[src/rtl/tri_raster_ctrl_if.sv]
// Vertex-in / pixel-out bus for tri_raster_ctrl.
// master = vertex source plus pixel sink; slave = the scan controller.
interface tri_raster_ctrl_if #(parameter int W = 12);
  logic           start;
  logic [W-1:0]   p1X, p1Y, p2X, p2Y, p3X, p3Y;
  logic           busy;
  logic [W-1:0]   pix_x, pix_y;
  logic           pix_in;
  logic           pix_valid;
  logic           pix_ready;
  logic           done;
  logic [2*W:0]   in_count;

  modport master (
    output start, p1X, p1Y, p2X, p2Y, p3X, p3Y, pix_ready,
    input  busy, pix_x, pix_y, pix_in, pix_valid, done, in_count
  );

  modport slave (
    input  start, p1X, p1Y, p2X, p2Y, p3X, p3Y, pix_ready,
    output busy, pix_x, pix_y, pix_in, pix_valid, done, in_count
  );
endinterface

[src/rtl/tri_raster_ctrl.sv]
// Bounding-box scan of a triangle, one shared edge-sign evaluator stepped
// across the three edges per pixel, results streamed over valid/ready.
module tri_raster_ctrl #(
  parameter int W        = 12,
  parameter bit EMIT_ALL = 1'b1
) (
  input  logic             clk,
  input  logic             rst,
  tri_raster_ctrl_if.slave bus
);

  typedef enum logic [2:0] {S_IDLE, S_BBOX, S_EVAL, S_EMIT, S_NEXT, S_DONE} state_e;

  state_e               state_q;
  logic [2:0][W-1:0]    vx_q, vy_q;
  logic [W-1:0]         xmin_q, xmax_q, ymin_q, ymax_q;
  logic [W-1:0]         x_q, y_q;
  logic [1:0]           k_q;
  logic                 inside_q, valid_q, busy_q, done_q;
  logic [2*W:0]         cnt_q;

  function automatic logic [W-1:0] min3(input logic [W-1:0] a, b, c);
    logic [W-1:0] m;
    m = (a < b) ? a : b;
    return (c < m) ? c : m;
  endfunction

  function automatic logic [W-1:0] max3(input logic [W-1:0] a, b, c);
    logic [W-1:0] m;
    m = (a > b) ? a : b;
    return (c > m) ? c : m;
  endfunction

  // Edge k uses vertex pair (k, k+1 mod 3).
  logic [W-1:0]         ax_d, ay_d, bx_d, by_d;
  always_comb begin
    ax_d = vx_q[0]; ay_d = vy_q[0]; bx_d = vx_q[1]; by_d = vy_q[1];
    unique case (k_q)
      2'd1:    begin ax_d = vx_q[1]; ay_d = vy_q[1]; bx_d = vx_q[2]; by_d = vy_q[2]; end
      2'd2:    begin ax_d = vx_q[2]; ay_d = vy_q[2]; bx_d = vx_q[0]; by_d = vy_q[0]; end
      default: ;
    endcase
  end

  // Differences of two W-bit unsigned values fit W+1 signed bits exactly.
  logic signed [W:0]     dtx, day, dax, dty;
  logic signed [2*W+1:0] prod0, prod1;
  logic signed [2*W+2:0] s_edge;
  logic                  edge_pass;

  assign dtx       = $signed({1'b0, x_q})  - $signed({1'b0, bx_d});
  assign day       = $signed({1'b0, ay_d}) - $signed({1'b0, by_d});
  assign dax       = $signed({1'b0, ax_d}) - $signed({1'b0, bx_d});
  assign dty       = $signed({1'b0, y_q})  - $signed({1'b0, by_d});
  assign prod0     = (2*W+2)'(dtx) * (2*W+2)'(day);
  assign prod1     = (2*W+2)'(dax) * (2*W+2)'(dty);
  assign s_edge    = (2*W+3)'(prod0) - (2*W+3)'(prod1);
  assign edge_pass = ~s_edge[2*W+2];

  always_ff @(posedge clk or posedge rst) begin
    if (rst) begin
      state_q  <= S_IDLE;
      vx_q     <= '0;
      vy_q     <= '0;
      xmin_q   <= '0;
      xmax_q   <= '0;
      ymin_q   <= '0;
      ymax_q   <= '0;
      x_q      <= '0;
      y_q      <= '0;
      k_q      <= '0;
      inside_q <= 1'b0;
      valid_q  <= 1'b0;
      busy_q   <= 1'b0;
      done_q   <= 1'b0;
      cnt_q    <= '0;
    end else begin
      done_q <= 1'b0;
      unique case (state_q)
        S_IDLE: if (bus.start) begin
          vx_q    <= {bus.p3X, bus.p2X, bus.p1X};
          vy_q    <= {bus.p3Y, bus.p2Y, bus.p1Y};
          cnt_q   <= '0;
          busy_q  <= 1'b1;
          state_q <= S_BBOX;
        end
        S_BBOX: begin
          xmin_q  <= min3(vx_q[0], vx_q[1], vx_q[2]);
          xmax_q  <= max3(vx_q[0], vx_q[1], vx_q[2]);
          ymin_q  <= min3(vy_q[0], vy_q[1], vy_q[2]);
          ymax_q  <= max3(vy_q[0], vy_q[1], vy_q[2]);
          x_q     <= min3(vx_q[0], vx_q[1], vx_q[2]);
          y_q     <= min3(vy_q[0], vy_q[1], vy_q[2]);
          k_q     <= '0;
          state_q <= S_EVAL;
        end
        S_EVAL: begin
          if (!edge_pass) begin
            inside_q <= 1'b0;
            if (EMIT_ALL) begin
              valid_q <= 1'b1;
              state_q <= S_EMIT;
            end else begin
              state_q <= S_NEXT;
            end
          end else if (k_q != 2'd2) begin
            k_q <= k_q + 2'd1;
          end else begin
            inside_q <= 1'b1;
            cnt_q    <= cnt_q + 1'b1;
            valid_q  <= 1'b1;
            state_q  <= S_EMIT;
          end
        end
        S_EMIT: if (bus.pix_ready) begin
          valid_q <= 1'b0;
          state_q <= S_NEXT;
        end
        // Compare against the box edge before incrementing so 2^W-1 never wraps.
        S_NEXT: begin
          k_q <= '0;
          if (x_q == xmax_q && y_q == ymax_q) begin
            done_q  <= 1'b1;
            state_q <= S_DONE;
          end else if (x_q == xmax_q) begin
            x_q     <= xmin_q;
            y_q     <= y_q + 1'b1;
            state_q <= S_EVAL;
          end else begin
            x_q     <= x_q + 1'b1;
            state_q <= S_EVAL;
          end
        end
        S_DONE: begin
          busy_q  <= 1'b0;
          state_q <= S_IDLE;
        end
        default: state_q <= S_IDLE;
      endcase
    end
  end

  assign bus.busy      = busy_q;
  assign bus.pix_x     = x_q;
  assign bus.pix_y     = y_q;
  assign bus.pix_in    = inside_q;
  assign bus.pix_valid = valid_q;
  assign bus.done      = done_q;
  assign bus.in_count  = cnt_q;

endmodule

[src/flat_wrapper.sv]
// flat-port wrapper written by rule: the top's interface ports become plain ports
module tri_raster_ctrl_flat 
#(
  parameter int W        = 12,
  parameter bit EMIT_ALL = 1'b1
)
  (clk, rst, bus_start, bus_p1X, bus_p1Y, bus_p2X, bus_p2Y, bus_p3X, bus_p3Y, bus_pix_ready, bus_busy, bus_pix_x, bus_pix_y, bus_pix_in, bus_pix_valid, bus_done, bus_in_count);
  tri_raster_ctrl_if #(.W(W)) bus_i ();
  input  logic clk;
  input  logic rst;
  input wire logic [$bits(bus_i.start)-1:0] bus_start;
  input wire logic [$bits(bus_i.p1X)-1:0] bus_p1X;
  input wire logic [$bits(bus_i.p1Y)-1:0] bus_p1Y;
  input wire logic [$bits(bus_i.p2X)-1:0] bus_p2X;
  input wire logic [$bits(bus_i.p2Y)-1:0] bus_p2Y;
  input wire logic [$bits(bus_i.p3X)-1:0] bus_p3X;
  input wire logic [$bits(bus_i.p3Y)-1:0] bus_p3Y;
  input wire logic [$bits(bus_i.pix_ready)-1:0] bus_pix_ready;
  output wire logic [$bits(bus_i.busy)-1:0] bus_busy;
  output wire logic [$bits(bus_i.pix_x)-1:0] bus_pix_x;
  output wire logic [$bits(bus_i.pix_y)-1:0] bus_pix_y;
  output wire logic [$bits(bus_i.pix_in)-1:0] bus_pix_in;
  output wire logic [$bits(bus_i.pix_valid)-1:0] bus_pix_valid;
  output wire logic [$bits(bus_i.done)-1:0] bus_done;
  output wire logic [$bits(bus_i.in_count)-1:0] bus_in_count;
  assign bus_i.start = bus_start;
  assign bus_i.p1X = bus_p1X;
  assign bus_i.p1Y = bus_p1Y;
  assign bus_i.p2X = bus_p2X;
  assign bus_i.p2Y = bus_p2Y;
  assign bus_i.p3X = bus_p3X;
  assign bus_i.p3Y = bus_p3Y;
  assign bus_i.pix_ready = bus_pix_ready;
  assign bus_busy = bus_i.busy;
  assign bus_pix_x = bus_i.pix_x;
  assign bus_pix_y = bus_i.pix_y;
  assign bus_pix_in = bus_i.pix_in;
  assign bus_pix_valid = bus_i.pix_valid;
  assign bus_done = bus_i.done;
  assign bus_in_count = bus_i.in_count;
  tri_raster_ctrl #(.W(W), .EMIT_ALL(EMIT_ALL)) u_core (.clk(clk), .rst(rst), .bus(bus_i));
endmodule
[config.mk]
export PLATFORM = sky130hd
export DESIGN_NAME = tri_raster_ctrl_flat
export DESIGN_NICKNAME = d
export VERILOG_FILES = /design/src/rtl/tri_raster_ctrl_if.sv /design/src/rtl/tri_raster_ctrl.sv /design/src/flat_wrapper.sv
export SDC_FILE = /design/constraint.sdc
export NUM_CORES = 2
export LEC_CHECK = 0
export ABC_AREA = 0
export CAP_MARGIN = 15
export CORE_MARGIN = 2
export CORE_UTILIZATION = 42
export DETAILED_ROUTE_END_ITERATION = 16
export PLACE_DENSITY = 0.59
export SYNTH_ARGS = -nofsm -noshare
export SYNTH_HDL_FRONTEND = slang
export SYNTH_SLANG_ARGS = --single-unit
[constraint.sdc]
create_clock -name clk -period 20.6 [get_ports clk]
set_input_delay 3.09 -clock clk [delete_from_list [all_inputs] [get_ports clk]]
set_output_delay 3.09 -clock clk [all_outputs]
set_load 0.005 [all_outputs]
; ---- Word-level counts from Yosys, hierarchy flattened
; Cells that the tools add are included.
[classes]
add_sub_neg = 9
multipliers = 2
order_cmp = 8
eq_ne = 19
mux = 40
n_reduce_logical = 17
[ops]
columns = operator, n
row1 = 2-to-1 mux 12 bit, 12
row2 = one-hot mux 12 bit (2 select lines), 6
row3 = 2-to-1 mux 25 bit, 3
row4 = multiplier 13 x 13 -> 26 bit, 2
row5 = subtractor 12 x 12 -> 13 bit, 4
row6 = one-hot mux 25 bit (2 select lines), 1
row7 = > comparator 12 bit, 4
row8 = < comparator 12 bit, 4
row9 = subtractor 26 x 26 -> 27 bit, 1
row10 = "adder 25 x 1 -> 25 bit, second input constant", 1
row11 = "adder 12 x 1 -> 12 bit, second input constant", 2
row12 = equality test 12 bit, 2
row13 = 2-to-1 mux 3 bit, 5
row14 = one-hot mux 3 bit (5 select lines), 1
row15 = "inequality test 2 bit, second input constant", 6
row16 = AND reduction 3 bit, 4
row17 = nonzero test 2 bit, 5
row18 = AND reduction 2 bit, 4
row19 = 2-to-1 mux 1 bit, 7
row20 = "equality test 3 x 2 -> 1 bit, second input constant", 2
row21 = "equality test 3 bit, second input constant", 2
row22 = "inequality test 2 x 1 -> 1 bit, second input constant", 3
row23 = 2-to-1 mux 2 bit, 2
row24 = one-hot mux 1 bit (2 select lines), 2
row25 = 10 further kinds, 10
[totals]
reg_bits = 166
inputBits = 76
output_inout_bits = 53
word_cells = 113

; ---- Logic depth before layout (Yosys ltp)
[depth]
depth_word = 7
mapped_depth = 44
depth_no_buf = 37

; ---- Worst setup path after synthesis
; Ideal clock, no wire load.
[synth_path]
path_kind = register -> register
startpoint = reg u_core.k_q[0]
endpoint = reg u_core.cnt_q[13] (netlist: u_core.bus.in_count[13])
setup_time_ns = 0.139
arrival_time_ns = 10.318
required_time_ns = 20.461
path_slack_ns = 10.143
stages_incl_launch_ff = 41
n_path_buf = 6
synth_period_minus_slack_ns = 10.457
cell_sequence = dfrtp_1 -> inv_1 -> ha_1 -> buf_2 -> buf_1 -> clkbuf_1 -> nand2_1 -> o21ai_0 -> ha_1 -> inv_1 -> fa_1 -> a21oi_1 -> o211ai_1 -> a31oi_1 -> o21bai_1 -> a2111oi_0 -> or2_2 -> clkbuf_1 -> (+5 left out) -> fa_1 -> fa_1 -> fa_1 -> fa_1 -> inv_1 -> fa_1 -> inv_1 -> ha_1 -> nand4_1 -> a2111o_1 -> a31oi_1 -> o41a_1 -> nor2_1 -> xnor2_1 -> clkbuf_1 -> buf_2 -> o311ai_0 -> o31ai_1
[synth_between]
elab_chain_len = 7
word_cells_on_any_way = 17
cone_classes = add/sub: 5 / mul: 2 / eq/ne: 5 / mux: 4 / reduce/logical: 1
[synth_lines]
columns = element, line
row1 = "start, declared", tri_raster_ctrl.sv:18  ; logic [1:0] k_q;
row2 = "start signal, assigned", tri_raster_ctrl.sv:107  ; k_q <= k_q + 2'd1;
row3 = equality test 2 bit or equality test 2 x 1 -> 1 bit (tied branches), tri_raster_ctrl.sv:38  ; unique case (k_q)
row4 = one-hot mux 12 bit (2 select lines), tri_raster_ctrl.sv:38
row5 = subtractor 12 x 12 -> 13 bit (on tied branches), --
row6 = multiplier 13 x 13 -> 26 bit (on tied branches), "tri_raster_ctrl.sv:55, tri_raster_ctrl.sv:56"
row7 = subtractor 26 x 26 -> 27 bit, tri_raster_ctrl.sv:57  ; assign s_edge = (2*W+3)'(prod0) - (2*W+3)'(prod1);
row8 = inequality test 2 bit (no line), --
row9 = AND reduction 4 bit (no line) *, --
row10 = "end signal, assigned", tri_raster_ctrl.sv:110  ; cnt_q <= cnt_q + 1'b1;
row11 = "end, declared", tri_raster_ctrl.sv:20  ; logic [2*W:0] cnt_q;
; Mark *: on every way between the ends. The rest lies on a longest branch, timed or not.
; A chain may end at the register's enable or synchronous reset.

; ---- Worst setup path after layout
[layout_path]
startpoint = reg u_core.k_q[0]
endpoint = reg u_core.cnt_q[1] (netlist: u_core.bus.in_count[1])
; The elaborated chain is that of the path after synthesis.

==> flow_summary.ini <==
[drt]
dr_total_vias = 20800
drt-initial-drc-count = 1425
detail_route.wirelength_um = 75600
route.detailed.drc = 0
vias_cell = 5.46
dr.pass1.iters = 5
detail_route.wl_per_cell_um = 19.9
antenna_violating_nets_post_route = 0

[floorplanning]
die_area_um2 = 65500
initial_utilization_pct = 42.4
io_pins = 129
floorplan_die_width_um = 256
die-height_um = 256
floorplan.rows = 92
core_area_um2 = 62900

[global_routing]
grt_pass1_wl_um = 123000
grt_use_total_pct = 23.6
grt_overflow = 0
pin_count_of_the_biggest_net_entering_global_routing = 98
first_global_vias = 22200
number_of_antenna_violations_at_the_first_check_in_global_routing = 0

[critical_path]
reg2reg_setup_slack_ns = 8.61
arrival_ns = 12.36
end_kind = flip-flop
critical_path_class = reg2reg
required_ns = 20.97
cp_max_fo = 79
max_stage_delay_ns = 0.85
critical_path.slowest_cell = sky130_fd_sc_hd__a2111oi_0
worst_path_most_repeated_cell = sky130_fd_sc_hd__fa_1
worstReg2RegEnd = u_core.bus.in_count[1]$_DFFE_PP0P_
rr_worst_depth = 36
startpoint_types = flip-flop
worst_r2r_startpoint = u_core.k_q[0]$_DFFE_PP0P_

[clock_network]
cts.repair_timing.setup_buffer_count = 0
cts_tree = built
numCtsBuffers = 17
cts_htree_levels = 4
cts.root.buffer_cell = sky130_fd_sc_hd__clkbuf_16
clk_path_buf_depth = 2
postCtsHoldBufs = 0
cts.sinks = 166
cts.reportedPaths.clkPinSlew_ns = 0.07
worst_skew_pair.late_latency_ns = 0.46
cts.repair.resized = 0

[run_status]
status = finished clean

[placed_design]
buffer_ports.inserted = 128
place.detailed.hpwl_um = 63800
gp_congestion = 0.911
placed_cells_incl_taps = 3768

[sta]
max_slew_margin_pct = 18.7
report.final.slew_viol_count = 0
layout_min_cycle_time_ns = 11.99
setup_repair_after_global_routing_missed_its_margin = false
report.final.hold_viol_count = 0
final_setup_tns_ns = 0
fmaxAchievable_ghz = 0.0834
min_period_over_period_pct = 58.2
tightestPinTransition_ns = 1.21
fin_clk_skew_ns = 0.0120
timing.final.setup_violations = 0

[yosys]
postSynthAreaPerCell_um2 = 9.30
ys_warnings = 0
synth_enable_flop_cells = 0
cell_area_synth_um2 = 26700
synth.top_cell.area_share_pct = 29.4
synth.lib_cells_used.distinct = 79
synthesis.nets = 3566
async_flop_share_pct = 100
synth-seq-cells = 166
synth.area.top_cells = sky130_fd_sc_hd__fa_1 (29%), sky130_fd_sc_hd__dfrtp_1 (16%), sky130_fd_sc_hd__ha_1 (11%)
netlist_instances = 2867
yosys.area.top_type = sky130_fd_sc_hd__fa_1
synth_seq_area_share_pct = 15.6
main_synth_ff_type = sky130_fd_sc_hd__dfrtp_1

[worst_hold_path]
hold-path-cell-count = 2
end_point_of_the_worst_hold_path = u_core.xmin_q[8]$_DFFE_PP0P_
min-delay-path-class = reg2reg
min_from = u_core.xmin_q[8]$_DFFE_PP0P_

[finish]
most-common-layout-cells = sky130_fd_sc_hd__inv_1 (524), sky130_fd_sc_hd__fa_1 (391), sky130_fd_sc_hd__ha_1 (230)
synthToLayoutAreaGrowth_pct = 10.9
final-instance-count-excl-fill = 3805
final_common_cell = sky130_fd_sc_hd__inv_1
fillers = 6014
nets = 3644
final_layout_size_suffix_gt1_share_pct = 7.34

[run]
cap_violations = 0
-- stage by stage --
step / setup WS [ns] / instance area (um^2) / hold WS [ns] / utilization, %
final: 8.61 / 29600 / 0.485 / 47.0
after CTS: 8.58 / 29500 / 0.485 / 46.9
after detailed placement: 8.62 / 28900 / 0.470 / 46.0
after global placement: 8.84 / 28900 / 0.461 / 46.0
after floorplan: 10.14 / 26700 / 0.449 / -
after global routing: 7.81 / 29600 / 0.517 / 47.0
-- Yosys cell counts, types with 27 or more instances --
master	number
sky130_fd_sc_hd__a21oi_1	81
sky130_fd_sc_hd__o211ai_1	27
sky130_fd_sc_hd__o21ai_0	117
sky130_fd_sc_hd__nand2b_1	69
sky130_fd_sc_hd__a21o_1	32
sky130_fd_sc_hd__xnor2_1	49
sky130_fd_sc_hd__xor2_1	48
sky130_fd_sc_hd__nand2_1	220
sky130_fd_sc_hd__dfrtp_1	166
sky130_fd_sc_hd__a22oi_1	28
sky130_fd_sc_hd__clkbuf_1	85
sky130_fd_sc_hd__ha_1	232
sky130_fd_sc_hd__nor3_1	30
sky130_fd_sc_hd__fa_1	391
sky130_fd_sc_hd__nor2b_1	52
sky130_fd_sc_hd__mux2_2	98
sky130_fd_sc_hd__inv_1	525
sky130_fd_sc_hd__nor2_1	167
sky130_fd_sc_hd__nand3_1	43
sky130_fd_sc_hd__mux2i_1	77
-- state kept, by name (all words and copies together), names as in the netlist --
register,cells
u_core.k_q,2
u_core.xmax_q,12
u_core.vy_q,36
u_core.bus.in_count,25
u_core.ymax_q,12
u_core.bus.pix_x,12
u_core.bus.pix_in,1
u_core.bus.pix_valid,1
u_core.bus.busy,1
u_core.state_q,3
u_core.bus.pix_y,12
u_core.xmin_q,12
u_core.vx_q,36
u_core.bus.done,1
-- metal layers --
layer	wire length [um]	global-route usage [%]	vias up
met5	0	0	-
met4	2000	7.07	0
met3	3350	2.28	101
met2	36500	40.4	594
met1	33700	31.9	10600
li1	-	-	9524
-- kinds of logic after synthesis --
logic type	count (synthesis)	share of synthesized area, %
AO/OA/AOI/OAI	423	10.6
buffers and inverters	638	9.11
XOR/XNOR	102	3.52
adder cells (fa/ha/maj)	624	40.3
AND/OR/NAND/NOR	730	13.5
multiplexers	184	7.41
flip-flops	166	15.6
-- critical path, delay by kind of cell, from the launching register on --
family	cells	cell delay, ns
adder cells (fa/ha/maj)	11	4.89
AO/OA/AOI/OAI	9	2.78
AND/OR/NAND/NOR	6	1.61
buffers and inverters	8	1.60
flip-flops	1	0.40
XOR/XNOR	1	0.33
multiplexers	1	0.26
-- cell type report --
type | instances | area (um^2) | area share, %
Multi-Input combinational cell | 2063 | 20100 | 68.1
Inverter | 525 | 1980 | 6.68
Clock inverter | 11 | 124 | 0.419
Sequential cell | 166 | 4150 | 14.1
Clock buffer | 21 | 460 | 1.56
Tap cell | 846 | 1060 | 3.58
Antenna cell | 1 | 2.50 | 0.00847
Timing Repair Buffer | 172 | 1650 | 5.59
-- worst max path at each step --
stage | to | start | slack, ns
floorplan | u_core.bus.in_count[13]$_DFFE_PP0P_ | u_core.k_q[0]$_DFFE_PP0P_ | 10.14
global placement | u_core.state_q[0]$_DFFE_PP0P_ | u_core.k_q[0]$_DFFE_PP0P_ | 8.84
detailed placement | u_core.bus.in_count[1]$_DFFE_PP0P_ | u_core.k_q[0]$_DFFE_PP0P_ | 8.62
CTS | u_core.bus.in_count[1]$_DFFE_PP0P_ | u_core.k_q[0]$_DFFE_PP0P_ | 8.58
global route | u_core.bus.in_count[1]$_DFFE_PP0P_ | u_core.k_q[0]$_DFFE_PP0P_ | 7.81
finish | u_core.bus.in_count[1]$_DFFE_PP0P_ | u_core.k_q[0]$_DFFE_PP0P_ | 8.61
Power is left out: the tool's default activity adds up to more than one toggle a clock period on the data nets, which glitch-free logic cannot reach.
